## src/rtl/oscilo_pkg.sv

```systemverilog
// oscilo_pkg
// Shared types and constants for the oscilloscope dump path.
//   dumper_state_t : sequencer states of sample_dumper
//   hs_state_t     : states of the UART byte handshake (uart_byte_tx_hs)
//   HEADER_BYTE    : first byte of every dump frame
//   TX_IDLE_LEVEL  : level of the UART busy flag (tx_active) when the UART is free
package oscilo_pkg;

  localparam logic [7:0] HEADER_BYTE   = 8'hA5;
  localparam logic       TX_IDLE_LEVEL = 1'b0;

  typedef enum logic [3:0] {
    ST_IDLE,
    ST_HDR,
    ST_SEND,
    ST_WBUSY,
    ST_WDONE,
    ST_RD,
    ST_LAT,
    ST_CSUM,
    ST_DONE
  } dumper_state_t;

  typedef enum logic [1:0] {
    HS_SEND,
    HS_WBUSY,
    HS_WDONE
  } hs_state_t;

endpackage

```

## src/rtl/uart_byte_tx_hs.sv

```systemverilog
// uart_byte_tx_hs
// Moves one byte through the UART start/busy handshake. The sequencer holds
// byte_valid while it wants the byte sent (tx_data already stable); this block
// waits for the UART to be free, pulses tx_start once, waits for the UART to go
// busy and then free again, and reports completion with a one-cycle byte_done.
// Ports:
//   clk_50mhz  in  system clock, rising edge
//   reset      in  synchronous, active-high
//   byte_valid in  sequencer wants the current byte sent
//   tx_active  in  UART busy flag
//   tx_start   out registered one-cycle start pulse to the UART
//   byte_done  out combinational pulse: UART has finished the byte
module uart_byte_tx_hs
  import oscilo_pkg::*;
(
  input  logic clk_50mhz,
  input  logic reset,
  input  logic byte_valid,
  input  logic tx_active,
  output logic tx_start,
  output logic byte_done
);

  hs_state_t state_q, state_d;
  logic      tx_start_q, tx_start_d;

  // Next-state logic. HS_SEND doubles as the idle state: a byte is only
  // launched when the UART is free, so a UART that is still busy from
  // elsewhere holds us here without a start pulse. byte_done is taken
  // straight from tx_active so the sequencer can react in the same cycle.
  always_comb begin
    state_d    = state_q;
    tx_start_d = 1'b0;
    byte_done  = 1'b0;
    case (state_q)
      HS_SEND: begin
        if (byte_valid && (tx_active == TX_IDLE_LEVEL)) begin
          tx_start_d = 1'b1;
          state_d    = HS_WBUSY;
        end
      end
      HS_WBUSY: begin
        if (tx_active != TX_IDLE_LEVEL) begin
          state_d = HS_WDONE;
        end
      end
      HS_WDONE: begin
        if (tx_active == TX_IDLE_LEVEL) begin
          byte_done = 1'b1;
          state_d   = HS_SEND;
        end
      end
      default: begin
        state_d = HS_SEND;
      end
    endcase
  end

  // State and start-pulse registers. Leaving HS_SEND the moment the pulse
  // is issued guarantees a single start per byte.
  always_ff @(posedge clk_50mhz) begin
    if (reset) begin
      state_q    <= HS_SEND;
      tx_start_q <= 1'b0;
    end else begin
      state_q    <= state_d;
      tx_start_q <= tx_start_d;
    end
  end

  assign tx_start = tx_start_q;

endmodule

```

## src/rtl/sample_dumper.sv

```systemverilog
// sample_dumper
// Once a capture is complete, reads the circular sample RAM oldest sample
// first and streams it over the UART as: header byte, 2^SAMPLE_DEPTH sample
// bytes, and optionally an XOR checksum byte. Reading starts half a buffer
// past the trigger address, so the trigger sample lands at index
// 2^(SAMPLE_DEPTH-1) of the sample bytes.
// Optional feature: define SAMPLE_DUMPER_CHECKSUM_EN to append the 8-bit XOR
// of all sample bytes (header excluded) after the last sample.
// Ports:
//   clk_50mhz in  system clock, rising edge
//   reset     in  synchronous, active-high; aborts a frame immediately
//   activate  in  level; starts a dump, must drop before the next one
//   done      out high while the finished frame waits for activate to drop
//   offset    in  trigger address from the sampler, sampled on dump start
//   mem_addr  out RAM read address
//   mem_re    out RAM read enable; data valid one cycle later
//   mem_data  in  RAM read data
//   tx_active in  UART busy
//   tx_start  out one-cycle UART start pulse
//   tx_data   out byte to send, stable from tx_start until tx_active falls
module sample_dumper
  import oscilo_pkg::*;
#(
  parameter int unsigned SAMPLE_DEPTH = 8,
  parameter int unsigned WIDTH        = 8,
  parameter logic [7:0]  HEADER       = HEADER_BYTE
) (
  input  logic                    clk_50mhz,
  input  logic                    reset,
  input  logic                    activate,
  output logic                    done,
  input  logic [SAMPLE_DEPTH-1:0] offset,
  output logic [SAMPLE_DEPTH-1:0] mem_addr,
  output logic                    mem_re,
  input  logic [WIDTH-1:0]        mem_data,
  input  logic                    tx_active,
  output logic                    tx_start,
  output logic [7:0]              tx_data
);

  localparam logic [SAMPLE_DEPTH:0]   NUM_SAMPLES = {1'b1, {SAMPLE_DEPTH{1'b0}}};
  localparam logic [SAMPLE_DEPTH-1:0] HALF_DEPTH  = {1'b1, {(SAMPLE_DEPTH-1){1'b0}}};
  localparam logic [SAMPLE_DEPTH:0]   CNT_ONE     = {{SAMPLE_DEPTH{1'b0}}, 1'b1};

  dumper_state_t           state_q, state_d;
  logic [SAMPLE_DEPTH-1:0] start_q, start_d;
  logic [SAMPLE_DEPTH:0]   cnt_q, cnt_d;
  logic [SAMPLE_DEPTH-1:0] mem_addr_q, mem_addr_d;
  logic                    mem_re_q, mem_re_d;
  logic [7:0]              tx_data_q, tx_data_d;
  logic                    done_q, done_d;
  logic [7:0]              sample_byte;
  logic                    byte_valid;
  logic                    byte_done;
`ifdef SAMPLE_DUMPER_CHECKSUM_EN
  logic [7:0]              csum_q, csum_d;
  logic                    csum_sent_q, csum_sent_d;
`endif

  // The handshake block runs its own SEND/WBUSY/WDONE sequence; the
  // sequencer simply sits in ST_SEND until the byte is finished.
  assign byte_valid = (state_q == ST_SEND);

  uart_byte_tx_hs u_hs (
    .clk_50mhz (clk_50mhz),
    .reset     (reset),
    .byte_valid(byte_valid),
    .tx_active (tx_active),
    .tx_start  (tx_start),
    .byte_done (byte_done)
  );

  // Sequencer next-state logic. cnt is one bit wider than the address so
  // the "all samples sent" value is representable; address sums wrap
  // naturally at SAMPLE_DEPTH bits. The read is issued on the transition
  // into ST_RD so mem_re is high during ST_RD and the data is present in
  // ST_LAT. When the UART finishes a byte, the next step is chosen here:
  // another sample, the checksum, or the end of the frame.
  always_comb begin
    state_d     = state_q;
    start_d     = start_q;
    cnt_d       = cnt_q;
    mem_addr_d  = mem_addr_q;
    mem_re_d    = 1'b0;
    tx_data_d   = tx_data_q;
    sample_byte = '0;
    sample_byte[WIDTH-1:0] = mem_data;
`ifdef SAMPLE_DUMPER_CHECKSUM_EN
    csum_d      = csum_q;
    csum_sent_d = csum_sent_q;
`endif
    case (state_q)
      ST_IDLE: begin
        if (activate) begin
          start_d = offset + HALF_DEPTH;
          cnt_d   = '0;
`ifdef SAMPLE_DUMPER_CHECKSUM_EN
          csum_d      = '0;
          csum_sent_d = 1'b0;
`endif
          state_d = ST_HDR;
        end
      end
      ST_HDR: begin
        tx_data_d = HEADER;
        state_d   = ST_SEND;
      end
      ST_SEND: begin
        if (byte_done) begin
          if (cnt_q < NUM_SAMPLES) begin
            state_d    = ST_RD;
            mem_re_d   = 1'b1;
            mem_addr_d = start_q + cnt_q[SAMPLE_DEPTH-1:0];
          end
`ifdef SAMPLE_DUMPER_CHECKSUM_EN
          else if (!csum_sent_q) begin
            state_d = ST_CSUM;
          end
`endif
          else begin
            state_d = ST_DONE;
          end
        end
      end
      ST_RD: begin
        state_d = ST_LAT;
      end
      ST_LAT: begin
        tx_data_d = sample_byte;
        cnt_d     = cnt_q + CNT_ONE;
`ifdef SAMPLE_DUMPER_CHECKSUM_EN
        csum_d    = csum_q ^ sample_byte;
`endif
        state_d   = ST_SEND;
      end
`ifdef SAMPLE_DUMPER_CHECKSUM_EN
      ST_CSUM: begin
        tx_data_d   = csum_q;
        csum_sent_d = 1'b1;
        state_d     = ST_SEND;
      end
`endif
      ST_DONE: begin
        if (!activate) begin
          state_d = ST_IDLE;
        end
      end
      default: begin
        state_d = ST_IDLE;
      end
    endcase
    done_d = (state_d == ST_DONE);
  end

  // Sequencer registers. All outputs are registered; done follows the
  // next state so it is high exactly while the FSM sits in ST_DONE.
  always_ff @(posedge clk_50mhz) begin
    if (reset) begin
      state_q     <= ST_IDLE;
      start_q     <= '0;
      cnt_q       <= '0;
      mem_addr_q  <= '0;
      mem_re_q    <= 1'b0;
      tx_data_q   <= HEADER;
      done_q      <= 1'b0;
`ifdef SAMPLE_DUMPER_CHECKSUM_EN
      csum_q      <= '0;
      csum_sent_q <= 1'b0;
`endif
    end else begin
      state_q     <= state_d;
      start_q     <= start_d;
      cnt_q       <= cnt_d;
      mem_addr_q  <= mem_addr_d;
      mem_re_q    <= mem_re_d;
      tx_data_q   <= tx_data_d;
      done_q      <= done_d;
`ifdef SAMPLE_DUMPER_CHECKSUM_EN
      csum_q      <= csum_d;
      csum_sent_q <= csum_sent_d;
`endif
    end
  end

  assign mem_addr = mem_addr_q;
  assign mem_re   = mem_re_q;
  assign tx_data  = tx_data_q;
  assign done     = done_q;

endmodule
```

## config.mk

```make
export PLATFORM = sky130hd
export DESIGN_NAME = sample_dumper
export DESIGN_NICKNAME = d
export VERILOG_FILES = /design/src/rtl/oscilo_pkg.sv /design/src/rtl/uart_byte_tx_hs.sv /design/src/rtl/sample_dumper.sv
export SDC_FILE = /design/constraint.sdc
export NUM_CORES = 1
export LEC_CHECK = 0
export BUFFER_PORTS_ARGS = -buffer_cell sky130_fd_sc_hd__buf_2
export CAP_MARGIN = 15
export CELL_PAD_IN_SITES_DETAIL_PLACEMENT = 0
export CELL_PAD_IN_SITES_GLOBAL_PLACEMENT = 1
export CORE_MARGIN = 3
export CORE_UTILIZATION = 33
export CTS_BUF_LIST = sky130_fd_sc_hd__clkbuf_4 sky130_fd_sc_hd__clkbuf_8
export CTS_CLUSTER_DIAMETER = 100
export DETAILED_ROUTE_END_ITERATION = 8
export GPL_ROUTABILITY_DRIVEN = 0
export GPL_TIMING_DRIVEN = 0
export HOLD_SLACK_MARGIN = 0.1
export PLACE_DENSITY = 0.72
export SETUP_SLACK_MARGIN = 0.05
export SLEW_MARGIN = 5
export SYNTH_ARGS = -nofsm -noshare
export SYNTH_HDL_FRONTEND = slang
export SYNTH_HIERARCHICAL = 1
export SYNTH_SLANG_ARGS = --single-unit
```

## constraint.sdc

```tcl
create_clock -name clk_50mhz -period 3 [get_ports clk_50mhz]
set_input_delay 0.45 -clock clk_50mhz [delete_from_list [all_inputs] [get_ports clk_50mhz]]
set_output_delay 0.45 -clock clk_50mhz [all_outputs]
set_load 0.01 [all_outputs]
```

## Word-level counts from Yosys, hierarchy flattened

Index checks and enable logic that the tools add are counted.

- Register bits: 42
- Input bits: 20
- Logic and storage cells: 57

- $lt $le $gt $ge: 1
- Equality and inequality tests: 12
- Add/subtract/negate cells: 3
- Muxes and demuxes: 16
- Bitwise logic cells: 4
- Reductions and logical operators: 12

Operators with widths:

| operator | number |
|---|---|
| $pmux W4 S5 | 1 |
| $pmux W9 S2 | 1 |
| $mux W4 | 4 |
| $pmux W8 S2 | 1 |
| $add A9 B1 Y9 const B | 1 |
| $lt A9 B9 Y1 const B | 1 |
| $mux W9 | 1 |
| $add A8 B8 Y8 | 1 |
| $add A8 B8 Y8 const B | 1 |
| $eq A4 B3 Y1 const B | 2 |
| $eq A4 B4 Y1 const B | 2 |
| $mux W2 | 3 |
| $ne A2 B2 Y1 const B | 3 |
| $pmux W2 S3 | 1 |
| $reduce_and A3 Y1 | 2 |
| $eq A4 B1 Y1 const B | 1 |
| $eq A4 B2 Y1 const B | 1 |
| $logic_not A4 Y1 | 1 |
| $mux W1 | 4 |
| $not A1 Y1 | 4 |
| $reduce_and A2 Y1 | 2 |
| $reduce_bool A2 Y1 | 2 |
| $reduce_or A2 Y1 | 2 |
| $reduce_or A3 Y1 | 1 |
| 5 further kinds | 5 |

## Depth between registers and ports, before layout

- Word-level depth: 5
- Gate-level depth with buffers: 6
- Depth with buffers taken out: 6

## Cells and area by module

The synthesis kept the hierarchy.

Modules (own cells, without submodules):

| module | instances | cells each | area each (um^2) |
|---|---|---|---|
| sample_dumper | 1 | 214 | 1841.8 |
| uart_byte_tx_hs | 1 | 10 | 111.4 |

## Worst setup path after synthesis

No wires, ideal clock.

- Path type: reg-to-reg
- From: reg state_q[3] (netlist name)
- To: reg mem_addr_q[7], in the netlist mem_addr[7]
- Buffers on the path: 2
- Slack: 1.145 ns
- Cell stages (with the launch flop): 7
- Required time: 2.876 ns
- Setup time: 0.124 ns
- Arrival: 1.731 ns
- Period minus slack after synthesis: 1.855 ns
- Cells stage by stage: dfxtp_1 buf_2 or3b_1 or3_1 buf_2 nor4_1 nor3b_1

RTL lines:

| item | RTL line | source |
|---|---|---|
| end signal, assigned | sample_dumper.sv:174 | `mem_addr_q <= mem_addr_d;` |
| end, declared | sample_dumper.sv:48 | `logic [SAMPLE_DEPTH-1:0] mem_addr_q, mem_addr_d;` |

==> impl_metrics.tcl <==
set metrics [dict create \
    post-place-ws_ns 0.9205 \
    grt_pass1_vias 1579 \
    rsz0062_at_grt "false" \
    power.leakage_nw 0.9210 \
    min_period_over_period 0.6848 \
    min_period_ns 2.054 \
    hold_path_depth 2 \
    hold_violations 0 \
    setup_violations 0 \
    slew_violations 0 \
    cts_resized 0 \
    synth_top_area_share 0.4305 \
    critPathMaxStageDelay_ns 0.44 \
    async_flop_share 0 \
    cts_sinks 42 \
    synth_fa_ha_area_frac 0.06150 \
    die_w_um 82.93 \
    p_seq_frac 0.549 \
    synth_top_family_by_area "simple AND/OR/NAND/NOR gates" \
    status "finished, final reports clean" \
    synth.avg_cell_area_um2 8.719 \
    synthTopCellsByArea "dfxtp_1 (43%), a21oi_1 (7.2%), ha_1 (5.1%)" \
    holdPathEnd "start_q[7]" \
    netlist_instances 224 \
    nNetsFinal 298 \
    cts_buffer_depth 2 \
    hold_buffers 0 \
    syn_to_final_growth_pct 19.22 \
    yosysWarningCount 6 \
    crit_top_cell "buf_2" \
    p_total_mw 1.055 \
    routedWlPerCell_um 13.75 \
    r2r-end "mem_addr[7]" \
    synth_xor_area_frac 0.01345 \
    ant_nets 0 \
    intPower_mw 0.7997 \
    synth_edf_count 0 \
    clockRootBuffer "clkbuf_8" \
    critPathCaptureType "flip-flop" \
    htree_levels 2 \
    grt_max_degree 13 \
    swShare 0.2419 \
    muxShareOfSynthArea 0.005766 \
    fill_cells 591 \
    ios 39 \
    cp_cell_sequence "buf_2 > or3b_1 > or3_1 > buf_2 > nor4_1 > nor3b_1" \
    ys_ff_latch 42 \
    ys_top_cells_by_count "dfxtp_1 (42), a21oi_1 (28), nand2_1 (25), nor2_1 (22)" \
    hold_class "in -> reg" \
    drv_cap 0 \
    r2r-start "state_q[3]" \
    r2r_cells 6 \
    netlist_area_um2 1953 \
    die_h_um 82.93 \
    drt_iter0_drc 72 \
    cts_tree "built" \
    yosysTopAreaCell "dfxtp_1" \
    cpMaxStageDelayCell "or3b_1" \
    peakVddDrop_uv 232.2 \
    start_util 0.3483 \
    clkPwrFrac 0.365 \
    grt_pass1_wl_um 7748 \
    hpwl_um 3455 \
    arrival_ns 2.23 \
    rows 27 \
    diodes 0 \
    finalWirelength_um 4703 \
    relSlewSlack 0.5549 \
    final.setup.tns_ns 0 \
    hold_start "offset[7]" \
    p_per_area_nw_per_um2 453.0 \
    layout-drive-gt1-share 0.2111 \
    crit_type "reg -> reg" \
    die-area_um2 6877 \
    p_sw_mw 0.2551 \
    post_cts_buffers 0 \
    grt_overflow_total 0 \
    seq_area_frac_synth 0.4305 \
    fmax_mhz 486.7 \
    drtPass1Iterations 4 \
    grtUsageTotal 0.1374 \
    synth-simple-area-share 0.2524 \
    cp-start-kind "flip-flop" \
    crit_required_ns 3.18 \
    clkTransAtPathRegs_ns 0.08 \
    final.setup.worst_slack_ns 0.9456 \
    syn_nets 253 \
    skew_ns 0.006111 \
    tightest_slew_ns 0.6640 \
    insertion_delay_ns 0.29 \
    port-buffer-count 38 \
    power_frac_comb 0.086 \
    antenna_found_initial 0 \
    cp_max_fo 10 \
    r2r_setup_slack_ns 0.95 \
    synthMostInstantiatedCell "dfxtp_1" \
    num_vias 1763 \
    synth_compound_area_frac 0.2095 \
    post-route-drc-count 0 \
    synth_flop_cell "dfxtp_1" \
    numCtsBuffers 5 \
    coreArea_um2 5608 \
    yosys.cell_types.count 44 \
    via_per_inst 5.155 \
]
==> cell families (layout without fill, tap and decap cells) <==
family | after synthesis | after routing
fa+ha+maj | 9 | 9
xor+xnor | 3 | 3
buf+inv | 13 | 59
mux | 1 | 1
simple gates | 91 | 91
flops | 42 | 42
compound gates | 65 | 65
==> flip-flops by register name, summed over array words and instances, names as in the netlist <==
name           count
cnt_q              9
mem_addr           8
start_q            8
tx_data            8
state_q            4
u_hs/state_q       2
done               1
mem_re             1
u_hs/tx_start      1
==> critical path, delay by kind of cell (launching register included) <==
family	cells	cell delay [ns]
and+or+nand+nor	4	1.26
buffers and inverters	2	0.38
DFF	1	0.30
==> power by group through the flow <==
stage	clock [mW]	sequential, mW	combinational, mW
final	0.385	0.579	0.0908
after CTS	0.402	0.579	0.0918
after global placement	0	0.592	0.0910
after floorplan	0	0.590	0.0579
after global routing	0.425	0.581	0.103
after detailed placement	0	0.592	0.0910
==> cells in the final DEF, fill, tap and decap left out, types with 2 or more instances in the layout <==
| cell | Yosys | routed |
|---|---|---|
| nor2_1 | 22 | 22 |
| nand4_1 | 3 | 3 |
| buf_2 | 3 | 41 |
| o311ai_0 | 3 | 3 |
| a21o_1 | 3 | 3 |
| clkbuf_8 | 0 | 6 |
| nor3b_1 | 5 | 5 |
| nand3_1 | 3 | 3 |
| o22ai_1 | 4 | 4 |
| a31oi_1 | 2 | 2 |
| and3_1 | 2 | 2 |
| nand3b_1 | 3 | 3 |
| xnor2_1 | 2 | 2 |
| a22oi_1 | 5 | 5 |
| a21oi_1 | 28 | 28 |
| nor3_1 | 2 | 2 |
| ha_1 | 8 | 8 |
| a211oi_1 | 6 | 6 |
| nor4_1 | 3 | 3 |
| dfxtp_1 | 42 | 42 |
| o21bai_1 | 2 | 2 |
| nand2b_1 | 6 | 6 |
| o21ai_0 | 7 | 7 |
| and2_1 | 2 | 2 |
| nand2_1 | 25 | 25 |
| clkbuf_1 | 8 | 8 |
| or3b_2 | 4 | 4 |
| inv_1 | 2 | 2 |
| or3_1 | 2 | 2 |
| or4_1 | 2 | 2 |
==> worst max path at each step <==
stage	startpoint	end	slack, ns	depth (start not counted)
after floorplan	state_q[3]	mem_addr[7]	1.14	6
after global placement	state_q[1]	mem_addr[5]	0.93	4
after detailed placement	tx_active	mem_addr[5]	0.92	6
after CTS	state_q[3]	mem_addr[5]	0.95	5
after global routing	state_q[2]	cnt_q[8]	0.80	6
final	state_q[3]	mem_addr[7]	0.95	6
==> through the flow <==
step / hold slack, ns / cell area [µm²] / utilization / instances
2_1_floorplan: 0.4406 / 1953 / - / 224
3_3_place_gp: 0.4374 / 2233 / 0.3983 / 334
3_5_place_dp: 0.4430 / 2233 / 0.3983 / 334
4_1_cts: 0.3324 / 2328 / 0.4152 / 342
5_1_grt: 0.3372 / 2328 / 0.4152 / 342
6_report: 0.3410 / 2328 / 0.4152 / 342
==> metal layers <==
layer	GRT usage	up-vias	part of all wire
li1	-	912	-
met2	0.2048	32	0.43
met3	0.03075	5	0.043
met5	0	-	0
met4	0.04458	0	0.0072
met1	0.1955	814	0.52
==> final cells by class <==
cell class | count | area [µm²] | share of cell area
sequential | 42 | 840.8 | 0.3611
buffer | 11 | 45.04 | 0.01934
timing repair buffer | 38 | 190.2 | 0.08168
multi-input combinational | 169 | 1060 | 0.4551
clock inverter | 1 | 5.005 | 0.002149
inverter | 2 | 7.507 | 0.003224
tap | 72 | 90.09 | 0.03869
clock buffer | 7 | 90.09 | 0.03869
No activity file was read; power rests on OpenSTA's default activity.
